<file path="config.mk">
export PLATFORM = sky130hd
export DESIGN_NAME = axis_tlast_check
export DESIGN_NICKNAME = d
export VERILOG_FILES = /design/src/rtl/axis_pkg.sv /design/src/rtl/axis_pipe_reg.sv /design/src/rtl/axis_tlast_check.sv
export SDC_FILE = /design/constraint.sdc
export NUM_CORES = 1
export LEC_CHECK = 0
export BUFFER_PORTS_ARGS = -buffer_cell sky130_fd_sc_hd__buf_2
export CAP_MARGIN = 5
export CORE_MARGIN = 2
export CORE_UTILIZATION = 56
export CTS_CLUSTER_SIZE = 24
export DETAILED_ROUTE_END_ITERATION = 7
export PLACE_DENSITY = 0.84
export SLEW_MARGIN = 20
export SYNTH_ARGS = -nofsm -noshare
export SYNTH_HDL_FRONTEND = slang
export SYNTH_SLANG_ARGS = --single-unit
</file>
<file path="constraint.sdc">
create_clock -name clk -period 4 [get_ports clk]
set_input_delay 0.4 -clock clk [delete_from_list [all_inputs] [get_ports clk]]
set_output_delay 0.4 -clock clk [all_outputs]
set_load 0.01 [all_outputs]
</file>
<file path="src/rtl/axis_pkg.sv">
// Shared AXI-Stream types: sample format, TLAST checker state and the
// tlast/sop sideband carried alongside the data in pipeline registers.
package axis_pkg;

    localparam int SAMPLE_W = 16;

    typedef logic signed [SAMPLE_W-1:0] sample_t;

    typedef enum logic {
        SYNC = 1'b0,
        HUNT = 1'b1
    } tlast_chk_state_t;

    typedef struct packed {
        logic tlast;
        logic sop;
    } axis_user_t;

endpackage

</file>
<file path="src/rtl/axis_pipe_reg.sv">
// One-stage AXI-Stream register with full throughput: a new beat can load
// in the same cycle the held beat drains, so there are no bubbles.
module axis_pipe_reg
    import axis_pkg::*;
#(
    parameter int BUS_NUM = 2,
    parameter int USER_W  = 2
) (
    input  logic                       clk,
    input  logic                       rst_n,
    input  logic                       in_tvalid,
    output logic                       in_tready,
    input  sample_t [BUS_NUM-1:0]      in_tdata,
    input  logic    [USER_W-1:0]       in_tuser,
    output logic                       out_tvalid,
    input  logic                       out_tready,
    output sample_t [BUS_NUM-1:0]      out_tdata,
    output logic    [USER_W-1:0]       out_tuser
);

    logic                  valid_q, valid_d;
    sample_t [BUS_NUM-1:0] data_q, data_d;
    logic    [USER_W-1:0]  user_q, user_d;

    assign in_tready  = ~valid_q | out_tready;
    assign out_tvalid = valid_q;
    assign out_tdata  = data_q;
    assign out_tuser  = user_q;

    // Load a new beat when accepted, otherwise empty the stage once the sink takes it.
    always_comb begin
        valid_d = valid_q;
        data_d  = data_q;
        user_d  = user_q;
        if (in_tvalid && in_tready) begin
            valid_d = 1'b1;
            data_d  = in_tdata;
            user_d  = in_tuser;
        end else if (out_tready) begin
            valid_d = 1'b0;
        end
    end

    // Storage for the held beat; reset discards anything in flight.
    always_ff @(posedge clk or negedge rst_n) begin
        if (!rst_n) begin
            valid_q <= 1'b0;
            data_q  <= '0;
            user_q  <= '0;
        end else begin
            valid_q <= valid_d;
            data_q  <= data_d;
            user_q  <= user_d;
        end
    end

endmodule

</file>
<file path="src/rtl/axis_tlast_check.sv">
// Receive-side packet framing checker. Verifies every packet is exactly
// PACK_SIZE/BUS_NUM beats with TLAST on the final beat, forwards beats
// through one register stage tagged with sop/tlast, and after a missing
// TLAST drops beats until the next TLAST to regain packet alignment.
module axis_tlast_check
    import axis_pkg::*;
#(
    parameter int PACK_SIZE = 8192,
    parameter int BUS_NUM   = 2,
    parameter int CNT_W     = 16
) (
    input  logic                  clk,
    input  logic                  rst_n,
    input  logic                  en,
    input  logic                  in_tvalid,
    output logic                  in_tready,
    input  logic                  in_tlast,
    input  sample_t [BUS_NUM-1:0] in_tdata,
    output logic                  out_tvalid,
    input  logic                  out_tready,
    output logic                  out_tlast,
    output logic                  out_sop,
    output sample_t [BUS_NUM-1:0] out_tdata,
    output logic                  err_early,
    output logic                  err_late,
    output logic                  err_sticky,
    input  logic                  err_clr,
    output logic [CNT_W-1:0]      pkt_cnt,
    output logic [CNT_W-1:0]      err_cnt
);

    localparam int                    N         = PACK_SIZE / BUS_NUM;
    localparam int                    CNTR_SIZE = $clog2(N);
    localparam logic [CNTR_SIZE-1:0]  LAST_IDX  = CNTR_SIZE'(N - 1);
    localparam logic [CNT_W-1:0]      CNT_MAX   = '1;

    tlast_chk_state_t       state_q, state_d;
    logic [CNTR_SIZE-1:0]   beat_idx_q, beat_idx_d;
    logic                   err_early_q, err_early_d;
    logic                   err_late_q, err_late_d;
    logic                   err_sticky_q, err_sticky_d;
    logic [CNT_W-1:0]       err_cnt_q, err_cnt_d;
    logic [CNT_W-1:0]       pkt_cnt_q, pkt_cnt_d;

    logic       hunting;
    logic       accept;
    logic       pipe_in_tvalid;
    logic       pipe_in_tready;
    axis_user_t pipe_in_user;
    axis_user_t pipe_out_user;

    // While hunting the input is always ready and beats never reach the register.
    assign hunting        = en & (state_q == HUNT);
    assign in_tready      = hunting | pipe_in_tready;
    assign accept         = in_tvalid & in_tready;
    assign pipe_in_tvalid = in_tvalid & ~hunting;

    assign pipe_in_user.tlast = in_tlast;
    assign pipe_in_user.sop   = en & (beat_idx_q == '0);

    axis_pipe_reg #(
        .BUS_NUM (BUS_NUM),
        .USER_W  ($bits(axis_user_t))
    ) u_pipe (
        .clk        (clk),
        .rst_n      (rst_n),
        .in_tvalid  (pipe_in_tvalid),
        .in_tready  (pipe_in_tready),
        .in_tdata   (in_tdata),
        .in_tuser   (pipe_in_user),
        .out_tvalid (out_tvalid),
        .out_tready (out_tready),
        .out_tdata  (out_tdata),
        .out_tuser  (pipe_out_user)
    );

    assign out_tlast  = pipe_out_user.tlast;
    assign out_sop    = pipe_out_user.sop;
    assign err_early  = err_early_q;
    assign err_late   = err_late_q;
    assign err_sticky = err_sticky_q;
    assign err_cnt    = err_cnt_q;
    assign pkt_cnt    = pkt_cnt_q;

    // Framing FSM and beat index: classify each accepted beat against its position.
    always_comb begin
        state_d     = state_q;
        beat_idx_d  = beat_idx_q;
        err_early_d = 1'b0;
        err_late_d  = 1'b0;
        pkt_cnt_d   = pkt_cnt_q;
        if (!en) begin
            state_d    = SYNC;
            beat_idx_d = '0;
        end else if (accept) begin
            if (state_q == HUNT) begin
                if (in_tlast) begin
                    state_d    = SYNC;
                    beat_idx_d = '0;
                end
            end else if (in_tlast) begin
                beat_idx_d = '0;
                if (beat_idx_q == LAST_IDX) begin
                    pkt_cnt_d = pkt_cnt_q + CNT_W'(1);
                end else begin
                    err_early_d = 1'b1;
                end
            end else if (beat_idx_q == LAST_IDX) begin
                err_late_d = 1'b1;
                state_d    = HUNT;
                beat_idx_d = '0;
            end else begin
                beat_idx_d = beat_idx_q + CNTR_SIZE'(1);
            end
        end
    end

    // Error statistics: a new error takes priority over a simultaneous clear.
    always_comb begin
        err_sticky_d = err_sticky_q;
        err_cnt_d    = err_cnt_q;
        if (err_early_d || err_late_d) begin
            err_sticky_d = 1'b1;
            if (err_clr) begin
                err_cnt_d = CNT_W'(1);
            end else if (err_cnt_q != CNT_MAX) begin
                err_cnt_d = err_cnt_q + CNT_W'(1);
            end
        end else if (err_clr) begin
            err_sticky_d = 1'b0;
            err_cnt_d    = '0;
        end
    end

    // Checker state, pulses and counters.
    always_ff @(posedge clk or negedge rst_n) begin
        if (!rst_n) begin
            state_q      <= SYNC;
            beat_idx_q   <= '0;
            err_early_q  <= 1'b0;
            err_late_q   <= 1'b0;
            err_sticky_q <= 1'b0;
            err_cnt_q    <= '0;
            pkt_cnt_q    <= '0;
        end else begin
            state_q      <= state_d;
            beat_idx_q   <= beat_idx_d;
            err_early_q  <= err_early_d;
            err_late_q   <= err_late_d;
            err_sticky_q <= err_sticky_d;
            err_cnt_q    <= err_cnt_d;
            pkt_cnt_q    <= pkt_cnt_d;
        end
    end

endmodule

</file>
* After elaboration in Yosys (flattened, before gate mapping)
Cells that the tools add are included.
** Word-level totals
- Flip-flop bits (word level) :: 83
- Input port bits :: 39
- Output and inout bits :: 71
- Word-level logic and storage cells :: 64
** Operators by class
- $add $sub $neg :: 3
- Equality and inequality tests :: 4
- Multiplexer cells :: 28
- Bitwise gates (word level) :: 9
- Reduce and logical (&&, ||, !) cells :: 9
** Operators with widths (number)
- $mux W12 :: 6
- $mux W16 :: 4
- $add A16 B1 Y16 const B :: 2
- $mux W1 :: 18
- $ne A16 B16 Y1 const B :: 1
- $add A12 B1 Y12 const B :: 1
- $eq A12 B12 Y1 const B :: 1
- $logic_not A12 Y1 :: 1
- $reduce_bool A2 Y1 :: 3
- $reduce_and A5 Y1 :: 1
- $and A1 B1 Y1 :: 4
- $reduce_and A2 Y1 :: 2
- $ne A3 B3 Y1 const B :: 1
- $not A1 Y1 :: 3
- $ne A2 B1 Y1 const B :: 1
- $or A1 B1 Y1 :: 2
- $logic_and A1 B1 Y1 :: 1
- $logic_or A1 B1 Y1 :: 1

* Depth between registers and ports, before layout
- Depth after elaboration :: 9
- Gate-level depth with buffers :: 9
- Gate-level depth less buffers :: 6

* By module
From an unflattened synthesis, not the netlist that was laid out.
** Unflattened totals
- Cell total of the unflattened synthesis :: 345
- Area total of the unflattened synthesis :: 4056.4 µm²
** Modules (own cells, without submodules)
- axis_tlast_check :: times used 1, cells each 270, area an instance 2592.5 µm², seq. area each 1201.2 µm²
- axis_pipe_reg :: times used 1, cells each 75, area an instance 1463.9 µm², seq. area each 875.8 µm²

* Worst setup path before layout
No wires, ideal clock.
- Path kind :: reg2reg
- Start :: register beat_idx_q[0]
- End :: register err_cnt_q[0] (netlist: err_cnt[0])
- Library setup time :: 124 ps
- Data arrival time :: 2166 ps
- Data required time :: 3876 ps
- Slack :: 1710 ps
- Cell stages (with the launch flop) :: 9
- Path buffers :: 2
- Clock period less this slack :: 2290 ps
- Path through :: dfrtp_1 > ha_1 > nand3_2 > nor4_4 > mux2i_1 > buf_2 > clkbuf_1 > a22oi_1 > o31a_1
** Between the ends
- Longest elaborated chain between the ends :: 9
- Elaborated cells on any way between the ends :: 15
- Classes of those cells :: eq/ne: 1; mux: 11; reduce/logical: 3
** RTL lines
- from (decl) :: line axis_tlast_check.sv:38 : logic [CNTR_SIZE-1:0] beat_idx_q, beat_idx_d;
- from (signal assigned) :: line axis_tlast_check.sv:147 : beat_idx_q <= beat_idx_d;
- $eq A12 B12 Y1 (*) :: line axis_tlast_check.sv:103, axis_tlast_check.sv:108
- $mux W1 (on tied branches) :: line axis_tlast_check.sv:103, axis_tlast_check.sv:108
- $mux W1 :: line axis_tlast_check.sv:101 : end else if (in_tlast) begin
- $mux W1 :: line axis_tlast_check.sv:96 : if (state_q == HUNT) begin
- $mux W1 :: line axis_tlast_check.sv:95 : end else if (accept) begin
- $mux W1 :: line axis_tlast_check.sv:92 : if (!en) begin
- $logic_or A1 B1 Y1 (*) :: line axis_tlast_check.sv:122 : if (err_early_d || err_late_d) begin
- $reduce_bool A2 Y1 (no line)
- $reduce_and A2 Y1 (no line)
- to (signal assigned) :: line axis_tlast_check.sv:151 : err_cnt_q <= err_cnt_d;
- to (decl) :: line axis_tlast_check.sv:42 : logic [CNT_W-1:0] err_cnt_q, err_cnt_d;
Every way passes the cells marked *; elsewhere a longest branch is shown, timed or not.
A chain may end at the register's enable or synchronous reset.

* Worst setup path in the final report
- Start :: register beat_idx_q[0]
- End :: register err_cnt_q[14] (netlist: err_cnt[14])
The elaborated chain is that of the path after synthesis.

==> flow_summary_export.csv <==
group,metric,value,unit
synth,synth_edf_count,0,
synth,yosysSeqAreaShare,0.542,
grt,grt_antenna_before_repair,0,
grt,grt_pass1_vias,2829,
sta,min_period_over_period,0.717,
floorplan,num_rows,30,
cts,clkTransAtPathRegs,0.09,ns
sta,slew_violations,0,
floorplan,die_w,86.7,um
sta,rsz0062_at_grt,"false",
route,wire_per_inst,15.4,um
final_layout,final_cell_mix,"108 x buf_2, 83 x dfrtp_1, 35 x mux2_2, 24 x nand2_1, 23 x nand3_1",
final_layout,area_growth,20.9,%
power,intPower,0.00124,W
cts,cts.sinks,83,
final_layout,drive_above_1_share,0.371,
status,status,"completed",
cts,postCtsHoldBufs,0,
power,clkPwrFrac,0.328,
cts,htreeDepth,3,
critical_path,critPathLaunch,"beat_idx_q[0]",
floorplan,die_area,7520,um^2
cts,clkLatencyLatePin,0.36,ns
power,swShare,0.276,
cts,cts_tree,"yes",
min_path,hold_class,"input port to async pin",
floorplan,coreArea,6720,um^2
final_layout,final_nets,499,
sta,tightest_slew,1.04,ns
final_layout,antenna_cells,0,
synth,synth_top_area_frac,0.542,
critical_path,worstSetupEndpointType,"flop",
final_layout,final_area,4630,um^2
power,power_frac_comb,0.131,
final_layout,mostFrequentLayoutCell,"buf_2",
critical_path,timing.rr.end,"err_cnt[14]",
final_layout,fillers,505,
power,p_leak,2.20,nW
floorplan,die_h,86.7,um
power,seqPwrFrac,0.541,
cts,cts_buffers,9,
synth,synth_nets,391,
synth,synthDistinctLibCells,41,
critical_path,critPathArrivalTime,3.14,ns
critical_path,r2r_start,"beat_idx_q[0]",
placed_design,gp_congestion,0.838,
cts,cts_resized,0,
cts,cts_buffer_depth,2,
critical_path,crit_type,"flop to flop",
synth,synth_warnings,0,
final_layout,seqCellArea,2080,um^2
route,vias,3109,
route,firstDrtPassIters,4,
placed_design,io_buffers,109,
route,remaining_drc_errors,0,
sta,finalSetupTns,0,ns
run,max-cap-violations,0,
grt,track_usage,0.223,
critical_path,worstSetupStartpointType,"flop",
route,viasPerCell,5.75,
power,p_switching,0.000470,W
power,vdd_drop_max,0.276,mV
route,antenna_left,0,
cts,cts_root_buf,"clkbuf_8",
synth,ys_seq_elements,83,
sta,hold_violations,0,
synth,synthCells,348,
synth,syn_avg_cell_area,11.0,um^2
placed_design,dp_hpwl,5.75,mm
grt,busiest_layer,"met2",
sta,max_freq,349,MHz
final_layout,multiInputGateArea,1660,um^2
placed_design,dpl_cell_area,4450,um^2
route,first_iter_violations,94,
critical_path,worst-path-max-fanout,23,
critical_path,worstPathRequired,4.27,ns
grt,met1_usage,0.294,
grt,met3_usage,0.0562,
grt,grt_max_degree,84,
power,power_density,368,nW/um^2
floorplan,io_pins,110,
sta,layout_min_cycle_time,2.87,ns
critical_path,setup.worst_path.end,"err_cnt[14]",
sta,finClkSkew,0.00912,ns
sta,max-slew-margin-rel,0.291,
grt,grt_pass1_wl,13.2,mm
sta,finalSetupViolCount,0,
synth,synth.largest_area_cell,"dfrtp_1",
grt,grt.met2_usage,0.352,
synth,syn_area,3830,um^2
grt,grt-ovfl-total,0,
critical_path,r2r_slack,1.13,ns
synth,synthTopCellsByArea,"dfrtp_1 54%, mux2_2 10%, o31ai_1 3.3%",
synth,ys_async_sr_fraction,1.00,
cts,cts_setup_buffers,0,
critical_path,r2r.worst_path.cells,7,
floorplan,start_util,0.570,
route,wirelength,8.32,mm
synth,synth_flop_cell,"dfrtp_1",
==> how the worst min path moves through the flow <==
stage                         from             endpoint  slack [ns]  depth (start not counted)
3_3_place_gp           pkt_cnt[15]          pkt_cnt[15]        0.46                          1
3_5_place_dp   u_pipe.out_tuser[0]  u_pipe.out_tuser[0]        0.47                          2
6_report                     rst_n          err_cnt[14]        0.07                          1
4_1_cts                      rst_n           err_sticky        0.25                          1
2_1_floorplan                rst_n        beat_idx_q[0]        0.10                          0
5_1_grt                      rst_n           err_sticky        0.14                          1
==> per-stage QoR <==
stage	cells	setup slack, ns	util	total power, W	hold slack, ns
floorplan	348	1.71	-	0.00105	0.104
global placement	525	1.28	0.662	0.00116	0.456
detailed placement	525	1.16	0.662	0.00117	0.472
CTS	541	1.15	0.689	0.00172	0.250
global route	541	0.872	0.690	0.00178	0.135
finish	541	1.13	0.690	0.00171	0.0710
==> registers in the layout (all words and copies together) (netlist names) <==
register / cells
pkt_cnt: 16
beat_idx_q: 12
state_q: 1
u_pipe.out_tdata: 32
u_pipe.out_tvalid: 1
err_early: 1
err_cnt: 16
err_late: 1
err_sticky: 1
u_pipe.out_tuser: 2
==> synthesized netlist by cell type, types with 2 or more instances <==
master	instances
nor3_1	9
a21oi_1	13
or2_2	3
mux2_2	35
nand4_1	8
xnor2_1	9
o31ai_1	17
o31a_1	2
inv_1	11
nand2b_1	5
ha_1	4
nor2b_1	6
nor4_1	6
nor2_1	15
nor3b_1	3
or4_1	10
o21bai_1	2
or3b_2	2
nand3_1	23
nand2_1	24
o21ai_0	14
clkbuf_1	13
xor2_1	8
and3_1	7
dfrtp_1	83
==> routing by layer <==
| layer | share of wire | up-vias |
|---|---|---|
| li1 | - | 1481 |
| met3 | 0.042 | 16 |
| met1 | 0.44 | 1521 |
| met2 | 0.49 | 91 |
| met4 | 0.023 | 0 |
| met5 | 0 | - |
==> layout make-up <==
| cell class | count | share of cell area |
|---|---|---|
| repair buffers | 112 | 0.124 |
| clock inverters | 7 | 0.0124 |
| multi-input cells | 239 | 0.358 |
| inverters | 11 | 0.00891 |
| clock buffers | 9 | 0.0267 |
| flip-flops and latches | 83 | 0.448 |
| well taps | 80 | 0.0216 |
==> cells by family (layout without fill, tap and decap cells) <==
kind of cell	after synthesis	count (layout)	synth area share
buffers and inverters	26	139	0.0258
multiplexers	36	36	0.105
adder cells (fa/ha/maj)	4	4	0.0131
AO/OA/AOI/OAI	54	54	0.0892
AND/OR/NAND/NOR	128	128	0.186
flip-flops	83	83	0.542
XOR/XNOR	17	17	0.0389
==> power by group through the flow <==
stage / clock, W / sequential (W) / combinational (W)
final: 0.000560 / 0.000922 / 0.000224
after global routing: 0.000609 / 0.000929 / 0.000246
after CTS: 0.000574 / 0.000922 / 0.000226
after detailed placement: 0 / 0.000940 / 0.000226
after global placement: 0 / 0.000935 / 0.000221
after floorplan: 0 / 0.000966 / 0.0000870
==> worst max-delay path, stage by stage (launching register included) <==
cell      delay, ns
dfrtp_1        0.43
ha_1           0.26
nand3_2        0.15
nor4_4         0.50
mux2i_2        0.92
buf_4          0.27
nor4_1         0.05
a211oi_1       0.20
No activity file was read; power rests on OpenSTA's default activity.
